===== src/rtl/parametric_array_writer_if.sv =====
// Write/clear handshake and flattened read bus of the parametric array writer.
// The master side drives requests and the slave side owns the array.
interface parametric_array_writer_if #(
  parameter int mem_width = 16,
  parameter int mem_depth = 16
);
  localparam int AW = (mem_depth > 1) ? $clog2(mem_depth) : 1;

  logic                           wr_valid;
  logic                           wr_ready;
  logic [AW-1:0]                  wr_addr;
  logic [mem_width-1:0]           wr_data;
  logic [mem_width-1:0]           wr_mask;
  logic                           wr_err;
  logic                           clr_req;
  logic                           clr_busy;
  logic                           clr_done;
  logic [mem_width*mem_depth-1:0] data_flat;

  modport master (
    output wr_valid, wr_addr, wr_data, wr_mask, clr_req,
    input  wr_ready, wr_err, clr_busy, clr_done, data_flat
  );

  modport slave (
    input  wr_valid, wr_addr, wr_data, wr_mask, clr_req,
    output wr_ready, wr_err, clr_busy, clr_done, data_flat
  );
endinterface


===== src/rtl/parametric_array_writer.sv =====
// Register array with masked single-entry writes and a one-entry-per-cycle
// bulk clear, published as a flattened bus for address-selected readers.
module parametric_array_writer #(
  parameter int                   mem_width   = 16,
  parameter int                   mem_depth   = 16,
  parameter logic [mem_width-1:0] CLEAR_VALUE = '0
) (
  input  logic                     clk,
  input  logic                     reset,
  parametric_array_writer_if.slave bus
);
  localparam int            AW    = (mem_depth > 1) ? $clog2(mem_depth) : 1;
  localparam logic [AW:0]   DEPTH = (AW+1)'(mem_depth);
  localparam logic [AW-1:0] LAST  = AW'(mem_depth - 1);
  localparam logic [0:0]    IDLE  = 1'b0;
  localparam logic [0:0]    CLEAR = 1'b1;

  logic [0:0]           r_state;
  logic [AW-1:0]        r_cnt;
  logic [mem_width-1:0] r_mem [mem_depth];
  logic                 r_err;
  logic                 r_done;

  logic                           w_accept;
  logic                           w_in_range;
  logic                           w_we;
  logic [mem_width*mem_depth-1:0] w_flat;

  assign bus.wr_ready  = (r_state == IDLE);
  assign bus.clr_busy  = (r_state == CLEAR);
  assign bus.wr_err    = r_err;
  assign bus.clr_done  = r_done;
  assign bus.data_flat = w_flat;

  assign w_accept   = bus.wr_valid & bus.wr_ready;
  // Extra MSB lets non-power-of-two depths flag addresses past the last entry.
  assign w_in_range = ({1'b0, bus.wr_addr} < DEPTH);
  assign w_we       = w_accept & w_in_range;

  always_comb begin
    w_flat = '0;
    for (int i = 0; i < mem_depth; i++) begin
      w_flat[i*mem_width +: mem_width] = r_mem[i];
    end
  end

  always_ff @(posedge clk or posedge reset) begin
    if (reset) begin
      r_state <= IDLE;
      r_cnt   <= '0;
      r_err   <= 1'b0;
      r_done  <= 1'b0;
      for (int i = 0; i < mem_depth; i++) begin
        r_mem[i] <= CLEAR_VALUE;
      end
    end else begin
      r_err  <= w_accept & ~w_in_range;
      r_done <= 1'b0;
      for (int i = 0; i < mem_depth; i++) begin
        if ((r_state == CLEAR) && (r_cnt == AW'(i))) begin
          r_mem[i] <= CLEAR_VALUE;
        end else if (w_we && (bus.wr_addr == AW'(i))) begin
          r_mem[i] <= (r_mem[i] & ~bus.wr_mask) | (bus.wr_data & bus.wr_mask);
        end
      end
      if (r_state == IDLE) begin
        if (bus.clr_req) begin
          r_state <= CLEAR;
          r_cnt   <= '0;
        end
      end else if (r_cnt == LAST) begin
        r_state <= IDLE;
        r_cnt   <= '0;
        r_done  <= 1'b1;
      end else begin
        r_cnt <= r_cnt + AW'(1);
      end
    end
  end
endmodule


===== src/flat_wrapper.sv =====
// flat-port wrapper written by rule: the top's interface ports become plain ports
module parametric_array_writer_flat 
#(
  parameter int                   mem_width   = 16,
  parameter int                   mem_depth   = 16,
  parameter logic [mem_width-1:0] CLEAR_VALUE = '0
)
  (clk, reset, bus_wr_valid, bus_wr_addr, bus_wr_data, bus_wr_mask, bus_clr_req, bus_wr_ready, bus_wr_err, bus_clr_busy, bus_clr_done, bus_data_flat);
  parametric_array_writer_if #(.mem_width(mem_width), .mem_depth(mem_depth)) bus_i ();
  input  logic clk;
  input  logic reset;
  input wire logic [$bits(bus_i.wr_valid)-1:0] bus_wr_valid;
  input wire logic [$bits(bus_i.wr_addr)-1:0] bus_wr_addr;
  input wire logic [$bits(bus_i.wr_data)-1:0] bus_wr_data;
  input wire logic [$bits(bus_i.wr_mask)-1:0] bus_wr_mask;
  input wire logic [$bits(bus_i.clr_req)-1:0] bus_clr_req;
  output wire logic [$bits(bus_i.wr_ready)-1:0] bus_wr_ready;
  output wire logic [$bits(bus_i.wr_err)-1:0] bus_wr_err;
  output wire logic [$bits(bus_i.clr_busy)-1:0] bus_clr_busy;
  output wire logic [$bits(bus_i.clr_done)-1:0] bus_clr_done;
  output wire logic [$bits(bus_i.data_flat)-1:0] bus_data_flat;
  assign bus_i.wr_valid = bus_wr_valid;
  assign bus_i.wr_addr = bus_wr_addr;
  assign bus_i.wr_data = bus_wr_data;
  assign bus_i.wr_mask = bus_wr_mask;
  assign bus_i.clr_req = bus_clr_req;
  assign bus_wr_ready = bus_i.wr_ready;
  assign bus_wr_err = bus_i.wr_err;
  assign bus_clr_busy = bus_i.clr_busy;
  assign bus_clr_done = bus_i.clr_done;
  assign bus_data_flat = bus_i.data_flat;
  parametric_array_writer #(.mem_width(mem_width), .mem_depth(mem_depth), .CLEAR_VALUE(CLEAR_VALUE)) u_core (.clk(clk), .reset(reset), .bus(bus_i));
endmodule

===== config.mk =====
export PLATFORM = sky130hd
export DESIGN_NAME = parametric_array_writer_flat
export DESIGN_NICKNAME = d
export VERILOG_FILES = /design/src/rtl/parametric_array_writer_if.sv /design/src/rtl/parametric_array_writer.sv /design/src/flat_wrapper.sv
export SDC_FILE = /design/constraint.sdc
export NUM_CORES = 1
export LEC_CHECK = 0
export ABC_AREA = 1
export BUFFER_PORTS_ARGS = -buffer_cell sky130_fd_sc_hd__buf_2
export CORE_UTILIZATION = 40
export DETAILED_ROUTE_END_ITERATION = 8
export GPL_TIMING_DRIVEN = 0
export PLACE_DENSITY = 0.63
export SETUP_SLACK_MARGIN = 0.02
export SYNTH_ARGS = -nofsm -noshare
export SYNTH_HDL_FRONTEND = slang
export SYNTH_SLANG_ARGS = --single-unit

===== constraint.sdc =====
create_clock -name clk -period 9.63 [get_ports clk]
set_input_delay 0.963 -clock clk [delete_from_list [all_inputs] [get_ports clk]]
set_output_delay 0.963 -clock clk [all_outputs]
set_load 0.02 [all_outputs]

==> results of run 1 <==
## metrics by stage
step | setup slack, ns | instances | hold slack, ns | TNS, ns
4_1_cts | 7.27 | 2552 | 0.467 | 0
3_5_place_dp | 6.95 | 2497 | 0.506 | 0
6_report | 7.28 | 2554 | 0.436 | 0
5_1_grt | 7.23 | 2554 | 0.492 | 0
2_1_floorplan | 1.46 | 1762 | 0.532 | 0
3_3_place_gp | -2.10 | 2495 | 0.498 | -541.71
## worst min-delay path by stage
| stage | start | to | depth (start not counted) |
|---|---|---|---|
| after floorplan | u_core.r_cnt[3]$_DFFE_PP0P_ | u_core.r_cnt[3]$_DFFE_PP0P_ | 2 |
| after global placement | u_core.bus.data_flat[210]$_DFFE_PP0P_ | u_core.bus.data_flat[210]$_DFFE_PP0P_ | 2 |
| after detailed placement | u_core.bus.data_flat[240]$_DFFE_PP0P_ | u_core.bus.data_flat[240]$_DFFE_PP0P_ | 2 |
| after CTS | reset | u_core.bus.data_flat[170]$_DFFE_PP0P_ | 2 |
| after global routing | reset | u_core.bus.data_flat[170]$_DFFE_PP0P_ | 2 |
| final | reset | u_core.bus.data_flat[170]$_DFFE_PP0P_ | 2 |
## cell families after synthesis
logic type	synth area share, %
other	0.0287
and+or+nand+nor	33.3
DFF	50.2
AOI/OAI and AO/OA	6.88
buffers and inverters	9.24
adders and majority gates	0.383
## worst max-delay path, stage by stage, from the launching register on
cell and delay (ns):
dfrtp_1 0.37, buf_2 0.18, inv_2 0.10, buf_2 0.16
## cells in the mapped netlist
library cell    n  area [µm²]
clkinv_2        2        10.0
nand3_2         3        30.0
conb_1          1        3.75
clkbuf_1       48         180
nor2_1          9        33.8
nor2_2          3        18.8
dfrtp_1       262        6560
a21oi_1         1        5.00
buf_6           6        67.6
nor2_4         10         113
nand2_1       721        2710
buf_4          12        90.1
nand3_4         1        17.5
a22o_1          1        8.76
inv_4           1        6.26
nand3_1       260        1300
inv_2          10        37.5
nand2_2         6        37.5
nand4_1         8        50.1
ha_1            4        50.1
nand2_4         4        45.0
buf_2          16        80.1
o21ai_0       177         886
inv_1         196         736
## flip-flops by register name, indices dropped and copies added, names as in the netlist
signal and flops:
u_core.bus.data_flat 256, u_core.r_cnt 4, u_core.bus.clr_busy 1, u_core.bus.clr_done 1
## per-layer routing
| metal | share of wire, % | vias to the layer above | routed length, µm | global-route usage, % |
|---|---|---|---|---|
| met5 | 0 | - | 0 | 0 |
| met4 | 4.2 | 0 | 2060 | 12.2 |
| met3 | 9.7 | 108 | 4800 | 7.31 |
| met2 | 44 | 612 | 21900 | 45.7 |
| met1 | 42 | 6405 | 20700 | 39.1 |
| li1 | - | 6192 | - | - |
## where the power goes
| group | total [µW] | leakage (µW) | switching (µW) | internal (µW) |
|---|---|---|---|---|
| registers | 1290 | 0.00364 | 91.5 | 1200 |
| logic | 677 | 0.00519 | 502 | 175 |
| clock network | 1240 | 0.000518 | 492 | 743 |
| total | 3200 | 0.00934 | 1090 | 2120 |
## area by class of cell
cell class / instances / area share (%)
Sequential cell: 262 / 40.4
Tap cell: 435 / 3.35
Timing Repair Buffer: 300 / 9.53
Multi-Input combinational cell: 1209 / 32.7
Clock buffer: 41 / 5.19
Clock inverter: 14 / 1.29
Antenna cell: 2 / 0.0308
Inverter: 209 / 4.91
Buffer: 82 / 2.58
==> metrics.md, run 1 <==
| Metric | Value |
|---|---|
| Setup crit end kind | output port |
| CTS resizes | 0 |
| Syn Area/Cell | 7.42 µm² |
| Worst reg2reg startpoint | u_core.r_cnt[0]$_DFFE_PP0P_ |
| Reg2reg end | u_core.bus.data_flat[118]$_DFFE_PP0P_ |
| Starting Density | 41.0% |
| Pleak | 0.00934 µW |
| Synth cell types | 24 |
| Max Fclk | 426 MHz |
| Syn_nets | 1806 |
| Area of the multi-input gates | 0.00531 mm² |
| Die X | 183 µm |
| Avg Vias per Cell | 5.21 |
| Most frequent cells in the layout | nand2_1, buf_2, dfrtp_1 |
| Antenna-violating nets left | 0 |
| FF/Latch Area | 0.00656 mm² |
| H-tree Lvls | 1 |
| DIE HEIGHT | 183 µm |
| Crit Path Category | register to output port |
| # IOs | 300 |
| Clock skew | 0.0199 ns |
| Power per cell area | 197 mW/mm² |
| # fillers | 3134 |
| First-pass GRT wire length | 74.2 mm |
| VDD IR-drop max | 0.000158 V |
| Maximum root-to-sink buffer count | 3 |
| Cells after synthesis | 1762 |
| Maxcap violations | 0 |
| Seq cells post-synth | 262 |
| Fin area | 0.0162 mm² |
| Final Util | 50.9% |
| Post-route total power | 3200 µW |
| Routed WL per cell | 19.3 µm |
| Global Route Usage Sum | 29.4% |
| CP endpoint | bus_wr_ready |
| Fin. Hold Viols | 0 |
| Worst-Margin Slew | 0.947 ns |
| Core area | 0.0319 mm² |
| TritonCTS Sinks | 262 |
| Clock Latency Late Sink | 0.57 ns |
| Critical Path Fanout Max | 9 |
| Post-cts hold buffer count | 0 |
| Largest net degree at the start of global routing | 97 |
| I/O Buffers | 298 |
| P&R area growth vs syn | 24.1% |
| Final wirelength | 49.4 mm |
| Layout cells sized above 1 | 20.0% |
| Worst-path clk slew | 0.07 ns |
| Hold/Removal Path Class | input port to async pin |
| Worst r2r path cells | 7 |
| Min cycle time layout | 2.35 ns |
| Hpwl dp | 34.2 mm |
| DP Area | 0.0152 mm² |
| Vias | 13300 |
| Drt drc | 0 |
| Post-Syn Area | 0.0131 mm² |
| Global route overflow | 0 |
| Crit path DAT | 1.39 ns |
| Row cnt | 65 |
| Setup violators final | 0 |
| Crit path launch type | register |
| Slew Viols, Final | 0 |
| Worst Path Required | 8.67 ns |
| Most common cell after layout, fill and taps aside | nand2_1 |
| Drt pass-1 iters | 5 |
| CTS tree | built |
| Slew HR | 36.9% |
| Final RePlAce weighted congestion | 0.863 |
| Initial antenna violation count | 3 |
| Yosys warns | 0 |
| Register area share after synthesis | 50.2% |
| Num CTS Buffers | 30 |
| R2R Setup Slk | 7.61 ns |
| Final Cycle Share | 24.4% |
| RSZ-0062 raised after global routing | no |
| Root Driver | clkbuf_16 |
| Number of global-route vias before repair | 12400 |
| Initial drt markers | 947 |
| Fin nets | 2138 |
| Postcts setup bufs | 0 |
| Critical path origin | u_core.bus.clr_busy$_DFF_PP0_ |
| Status | completed |
| Area of the die | 0.0334 mm² |
(Power assumes the default switching activity.)
==> run 2: changes to the inputs <==
PLACE_DENSITY = 0.66   (was 0.63)
clock period = 2 ns   (was 9.63 ns; I/O delays follow)
==> metrics.md, run 2 (synthesis results as in run 1) <==
| Metric | Value |
|---|---|
| Worst-Margin Slew | 1.06 ns (+0.118 ns) |
| Die X | 183 µm (unchanged) |
| Antenna-violating nets left | 0 (unchanged) |
| Max Fclk | 526 MHz |
| Initial drt markers | 1224 (+29%) |
| CP max-delay cell | dfrtp_1 |
| Most common cell after layout, fill and taps aside | nand2_1 |
| # IOs | 300 (unchanged) |
| Maximum root-to-sink buffer count | 3 (unchanged) |
| Root Driver | clkbuf_16 |
| Starting Density | 41.0% (unchanged) |
| Fin. Hold Viols | 0 (unchanged) |
| Final RePlAce weighted congestion | 0.888 (+2.9%) |
| Crit path max-delay family | simple AND/OR/NAND/NOR gates |
| Most frequent cells in the layout | nand2_1, buf_2, dfrtp_1 |
| CTS tree | built |
| Placed insts | 2502 (+0.20%) |
| P&R area growth vs syn | 24.2% (about the same) |
| Area of the multi-input gates | 0.00531 mm² (about the same) |
| Core area | 0.0319 mm² (unchanged) |
| Non-filler cells, final | 2555 (+0.039%) |
| TritonCTS Sinks | 262 (unchanged) |
| H-tree Lvls | 1 (unchanged) |
| Slew HR | 29.0% (-7.9 points) |
| Fin nets | 2143 (+0.23%) |
| Status | completed |
| Number of global-route vias before repair | 12500 (+0.38%) |
| Num CTS Buffers | 30 (unchanged) |
| Vias | 13400 (+0.41%) |
| First-pass GRT wire length | 74.2 mm (about the same) |
| Layout cells sized above 1 | 20.5% (+0.51 points) |
| Routed WL per cell | 19.2 µm (-0.53%) |
| Drt pass-1 iters | 5 (unchanged) |
| Crit path DAT | 2.34 ns (+0.95 ns) |
| Avg Vias per Cell | 5.23 (+0.37%) |
| Initial antenna violation count | 2 (-1) |
| Worst Path Required | 2.44 ns (-6.23 ns) |
| Hold/Removal Path Class | input port to register |
| Setup_tns | 0 ns (unchanged) |
| FF/Latch Area | 0.00656 mm² (unchanged) |
| Hpwl dp | 34.4 mm (+0.75%) |
| Global Route Usage Sum | 29.2% (-0.22 points) |
| Crit path launch type | register |
| Clock skew | 0.00888 ns (-0.0110 ns) |
| Pleak | 0.00936 µW (+0.14%) |
| Critical Path Fanout Max | 10 (+1) |
| I/O Buffers | 298 (unchanged) |
| Crit-path max cell delay | 0.36 ns (about the same) |
| Min cycle time layout | 1.90 ns |
| CP Buf/Inv Count | 3 (unchanged) |
| DIE HEIGHT | 183 µm (unchanged) |
| # fillers | 3128 (-0.19%) |
| VDD IR-drop max | 0.000731 V (+360%) |
| Global route overflow | 0 (unchanged) |
| Slew Viols, Final | 0 (unchanged) |
| Power per cell area | 919 mW/mm² (+370%) |
| Crit path cell chain | buf_2 > inv_2 > nand2_4 > nor2_1 > nand2_1 > buf_2 > nand3_1 > nand2_1 |
| Maxcap violations | 0 (unchanged) |
| Crit Path Category | register to register |
| Worst-path clk slew | 0.06 ns (about the same) |
| Clock Latency Late Sink | 0.56 ns (about the same) |
| Setup crit end kind | register |
| Setup violators final | 0 (unchanged) |
| RSZ-0062 raised after global routing | yes |
| Drt drc | 0 (unchanged) |
| Area of the die | 0.0334 mm² (unchanged) |
| Row cnt | 65 (unchanged) |
| Final wirelength | 49.2 mm (-0.50%) |
| Final Cycle Share | 95.0% |
| Largest net degree at the start of global routing | 41 (-58%) |
| Max FFs per register | 256 (unchanged) |
==> run 2: cell count changes in the layout (fill, tap and decap cells not counted), moves of 2 or more <==
cell,change
buf_12,+7
bufinv_16,-4
buf_16,-2
clkinv_2,-6
clkbuf_1,-10
dlygate4sd3_1,+2
clkbuf_2,+13
==> run 2: path summary, 6_finish.rpt <==
| check | from | to | slack (ns) | cells after the start |
|---|---|---|---|---|
| min | bus_wr_mask[13] | u_core.bus.data_flat[157]$_DFFE_PP0P_ | 0.03 | 4 |
| max | u_core.bus.clr_busy$_DFF_PP0_ | u_core.bus.data_flat[200]$_DFFE_PP0P_ | 0.1 | 8 |
| max in group asynchronous | reset | u_core.bus.data_flat[47]$_DFFE_PP0P_ | 0.78 | 5 |
| min in group asynchronous | reset | u_core.bus.data_flat[149]$_DFFE_PP0P_ | 0.31 | 3 |
| max reg2reg | u_core.bus.clr_busy$_DFF_PP0_ | u_core.bus.data_flat[200]$_DFFE_PP0P_ | 0.1 | 8 |
| min reg2reg | u_core.bus.data_flat[166]$_DFFE_PP0P_ | u_core.bus.data_flat[166]$_DFFE_PP0P_ | 0.52 | 2 |
==> run 2: metrics by stage <==
stage               utilization (%)  setup WS, ns  total power (µW)  instance area [µm²]  hold slack (ns)
floorplan                         -         -1.66              8200                13100            0.369
global placement               47.4         -3.54              9440                15100            0.498
detailed placement             47.8       -0.0262              9560                15200            0.360
CTS                            50.9        0.0280             14900                16200           0.0203
global route                   50.9      -0.00807             15500                16200           0.0637
finish                         50.9        0.0997             14900                16200           0.0309
==> run 2: layer usage <==
layer  share of wire [%]  global-route usage (%)  routed length (µm)
met1                  41                    39.4               20300
met2                  45                    45.1               21900
met3                 9.8                    6.85                4790
met4                 4.3                    12.1                2130
met5                   0                       0                   0
==> run 2: final cells by class <==
type / count / share of cell area [%]
clock inverters: 3 / 0.262
multi-input cells: 1209 / 32.7
repair buffers: 307 / 10.2
clock buffers: 48 / 5.54
well taps: 435 / 3.35
plain buffers: 80 / 2.63
flip-flops and latches: 262 / 40.4
diodes: 2 / 0.0308
inverters: 209 / 4.89
==> run 2: worst register-to-register path, stage by stage, from the launching register on <==
cell	delay, ns
dfrtp_1	0.36
buf_2	0.17
inv_2	0.09
nand2_4	0.09
nor2_1	0.29
nand2_1	0.34
buf_2	0.30
nand3_1	0.09
nand2_1	0.06
==> run 2: where the power goes <==
group	switching [µW]	internal, µW	total [µW]
Clock	2240	3170	5410
Combinational	2410	877	3290
Sequential	438	5780	6220
Total	5090	9820	14900
==> run 2: timing repair <==
| item | CTS | global route |
|---|---|---|
| setup buffers | 0 | 0 |
| hold buffers | 2 | 0 |
| setup endpoints to repair | 0 | 131 |
| endpoints found under the hold margin | 32 | 0 |
| resized for setup | 0 | 28 |
==> run 3: changes to the inputs <==
CORE_ASPECT_RATIO = 0.9   (was unset)
SKIP_CTS_REPAIR_TIMING = 1   (was unset)
==> metrics.md, run 3 (synthesis results as in run 1) <==
| Metric | Value |
|---|---|
| Area of the multi-input gates | 0.00532 mm² (about the same) |
| Critical Path Stages | 8 (unchanged) |
| Power per cell area | 913 mW/mm² (-0.69%) |
| Worst reg2reg startpoint | u_core.bus.clr_busy$_DFF_PP0_ |
| Crit Path Category | register to register |
| Maxcap violations | 0 (unchanged) |
| Worst-path clk slew | 0.06 ns (about the same) |
| Num CTS Buffers | 30 (unchanged) |
| Setup crit end kind | register |
| VDD IR-drop max | 0.000647 V (-11%) |
| Routed WL per cell | 19.7 µm (+2.5%) |
| Worst r2r path cells | 8 (unchanged) |
| Reg2reg end | u_core.bus.data_flat[207]$_DFFE_PP0P_ |
| Row cnt | 62 (-4.6%) |
| Initial drt markers | 1148 (-6.2%) |
| Global Route Usage Sum | 29.7% (+0.55 points) |
| Hpwl dp | 34.9 mm (+1.3%) |
| Number of global-route vias before repair | 12700 (+2.2%) |
| Most frequent cells in the layout | nand2_1, buf_2, dfrtp_1 |
| Final setup margin | 0.0696 ns (-0.0301 ns) |
| Largest net degree at the start of global routing | 41 (unchanged) |
| Final wirelength | 50.1 mm (+1.9%) |
| Pleak | 0.00934 µW (-0.13%) |
| Fin nets | 2145 (+0.093%) |
| Worst-Margin Slew | 0.955 ns (-0.110 ns) |
| Failing checks | design-rule violations |
| Min cycle time layout | 1.93 ns (+0.0301 ns) |
| Drt drc | 42 (+42) |
| Global route overflow | 0 (unchanged) |
| H-tree Lvls | 1 (unchanged) |
| Drt pass-1 iters | 8 (+3) |
| FF/Latch Area | 0.00656 mm² (unchanged) |
| # fillers | 3177 (+1.6%) |
| Hold depth | 4 (unchanged) |
| Die X | 193 µm (+5.4%) |
| CP max-delay cell | dfrtp_1 |
| CTS tree | built |
| Slew Viols, Final | 0 (unchanged) |
| DIE HEIGHT | 173 µm (-5.1%) |
| CP Buf/Inv Count | 3 (unchanged) |
| Vias | 13400 (+0.49%) |
| Crit path max-delay family | simple AND/OR/NAND/NOR gates |
| RSZ-0062 raised after global routing | yes |
| Crit path cell chain | buf_2 > inv_2 > nand2_4 > nor2_1 > nand2_1 > buf_2 > nand3_1 > nand2_1 |
| Initial antenna violation count | 3 (+1) |
| Antenna-violating nets left | 0 (unchanged) |
| Avg Vias per Cell | 5.29 (+1.1%) |
| Fin. Hold Viols | 0 (unchanged) |
| TritonCTS Sinks | 262 (unchanged) |
| # IOs | 300 (unchanged) |
| First-pass GRT wire length | 75.4 mm (+1.7%) |
| Crit-path max cell delay | 0.37 ns (about the same) |
| Clock skew | 0.0197 ns (+0.0108 ns) |
| Max Fclk | 518 MHz (-1.6%) |
| Core area | 0.0320 mm² (+0.49%) |
| R2R Setup Slk | 0.07 ns (-0.03 ns) |
| Hold path startpoint | bus_wr_mask[14] |
| Critical path origin | u_core.bus.clr_busy$_DFF_PP0_ |
| Crit path launch type | register |
| P&R area growth vs syn | 23.9% |
| Layout cells sized above 1 | 20.6% (+0.075 points) |
| Final RePlAce weighted congestion | 0.899 (+1.2%) |
| Root Driver | clkbuf_16 |
| Maximum root-to-sink buffer count | 3 (unchanged) |
| Critical Path Fanout Max | 10 (unchanged) |
| Final Cycle Share | 96.5% (+1.5 points) |
| Slew HR | 36.4% (+7.3 points) |
| CP endpoint | u_core.bus.data_flat[207]$_DFFE_PP0P_ |
| Starting Density | 40.8% (-0.20 points) |
| Status | finished, violations left |
| Crit path DAT | 2.37 ns (+0.03 ns) |
| I/O Buffers | 298 (unchanged) |
| Worst Path Required | 2.44 ns (about the same) |
| Area of the die | 0.0334 mm² (about the same) |
| Most common cell after layout, fill and taps aside | nand2_1 |
| Clock Latency Late Sink | 0.56 ns (about the same) |
| Hold/Removal Path Class | input port to register |
| Max FFs per register | 256 (unchanged) |
| Setup violators final | 0 (unchanged) |
| Place WS | -0.00275 ns (+0.0235 ns) |
| Post-route total power | 14800 µW (-0.93%) |
[run 3: area by class of cell]
type,instances,share of cell area (%)
inverter,209,4.90
multi-input combinational,1209,32.8
clock buffer,48,5.49
buffer,82,2.70
antenna,3,0.0464
timing repair buffer,307,10.2
sequential,262,40.5
tap,416,3.21
clock inverter,3,0.124
[run 3: how the worst min path moves through the flow]
| stage | to | slack (ns) |
|---|---|---|
| floorplan | u_core.r_cnt[2]$_DFFE_PP0P_ | 0.37 |
| global placement | u_core.bus.data_flat[167]$_DFFE_PP0P_ | 0.50 |
| detailed placement | u_core.bus.data_flat[182]$_DFFE_PP0P_ | 0.30 |
| CTS | u_core.bus.data_flat[188]$_DFFE_PP0P_ | -0.28 |
| global route | u_core.bus.data_flat[126]$_DFFE_PP0P_ | 0.06 |
| finish | u_core.bus.data_flat[174]$_DFFE_PP0P_ | 0.05 |
[run 3: stage by stage]
step / utilization, % / area, µm² / std cells / TNS [ns] / hold slack, ns
floorplan: - / 13100 / 1762 / -433.75 / 0.369
global placement: 47.1 / 15100 / 2476 / -921.66 / 0.497
detailed placement: 47.5 / 15200 / 2483 / -0.00275 / 0.297
CTS: 50.4 / 16100 / 2534 / -0.245 / -0.284
global route: 50.5 / 16200 / 2539 / -0.00282 / 0.0643
finish: 50.5 / 16200 / 2539 / 0 / 0.0503
[run 3: routing by layer]
metal	up-vias	wire (µm)	track usage, %
met5	-	0	0
met4	0	1890	11.4
met2	576	22700	45.4
met3	102	4640	6.96
met1	6553	20900	40.7
li1	6205	-	-
[run 3: power by group]
part	internal, µW	total, µW	switching (µW)
sequential	5780	6210	433
combinational	884	3320	2440
clock	3000	5240	2240
[run 3: worst register-to-register path, stage by stage (launching register included)]
cell	delay [ns]
dfrtp_1	0.37
buf_2	0.17
inv_2	0.10
nand2_4	0.10
nor2_1	0.28
nand2_1	0.35
buf_2	0.31
nand3_1	0.09
nand2_1	0.05
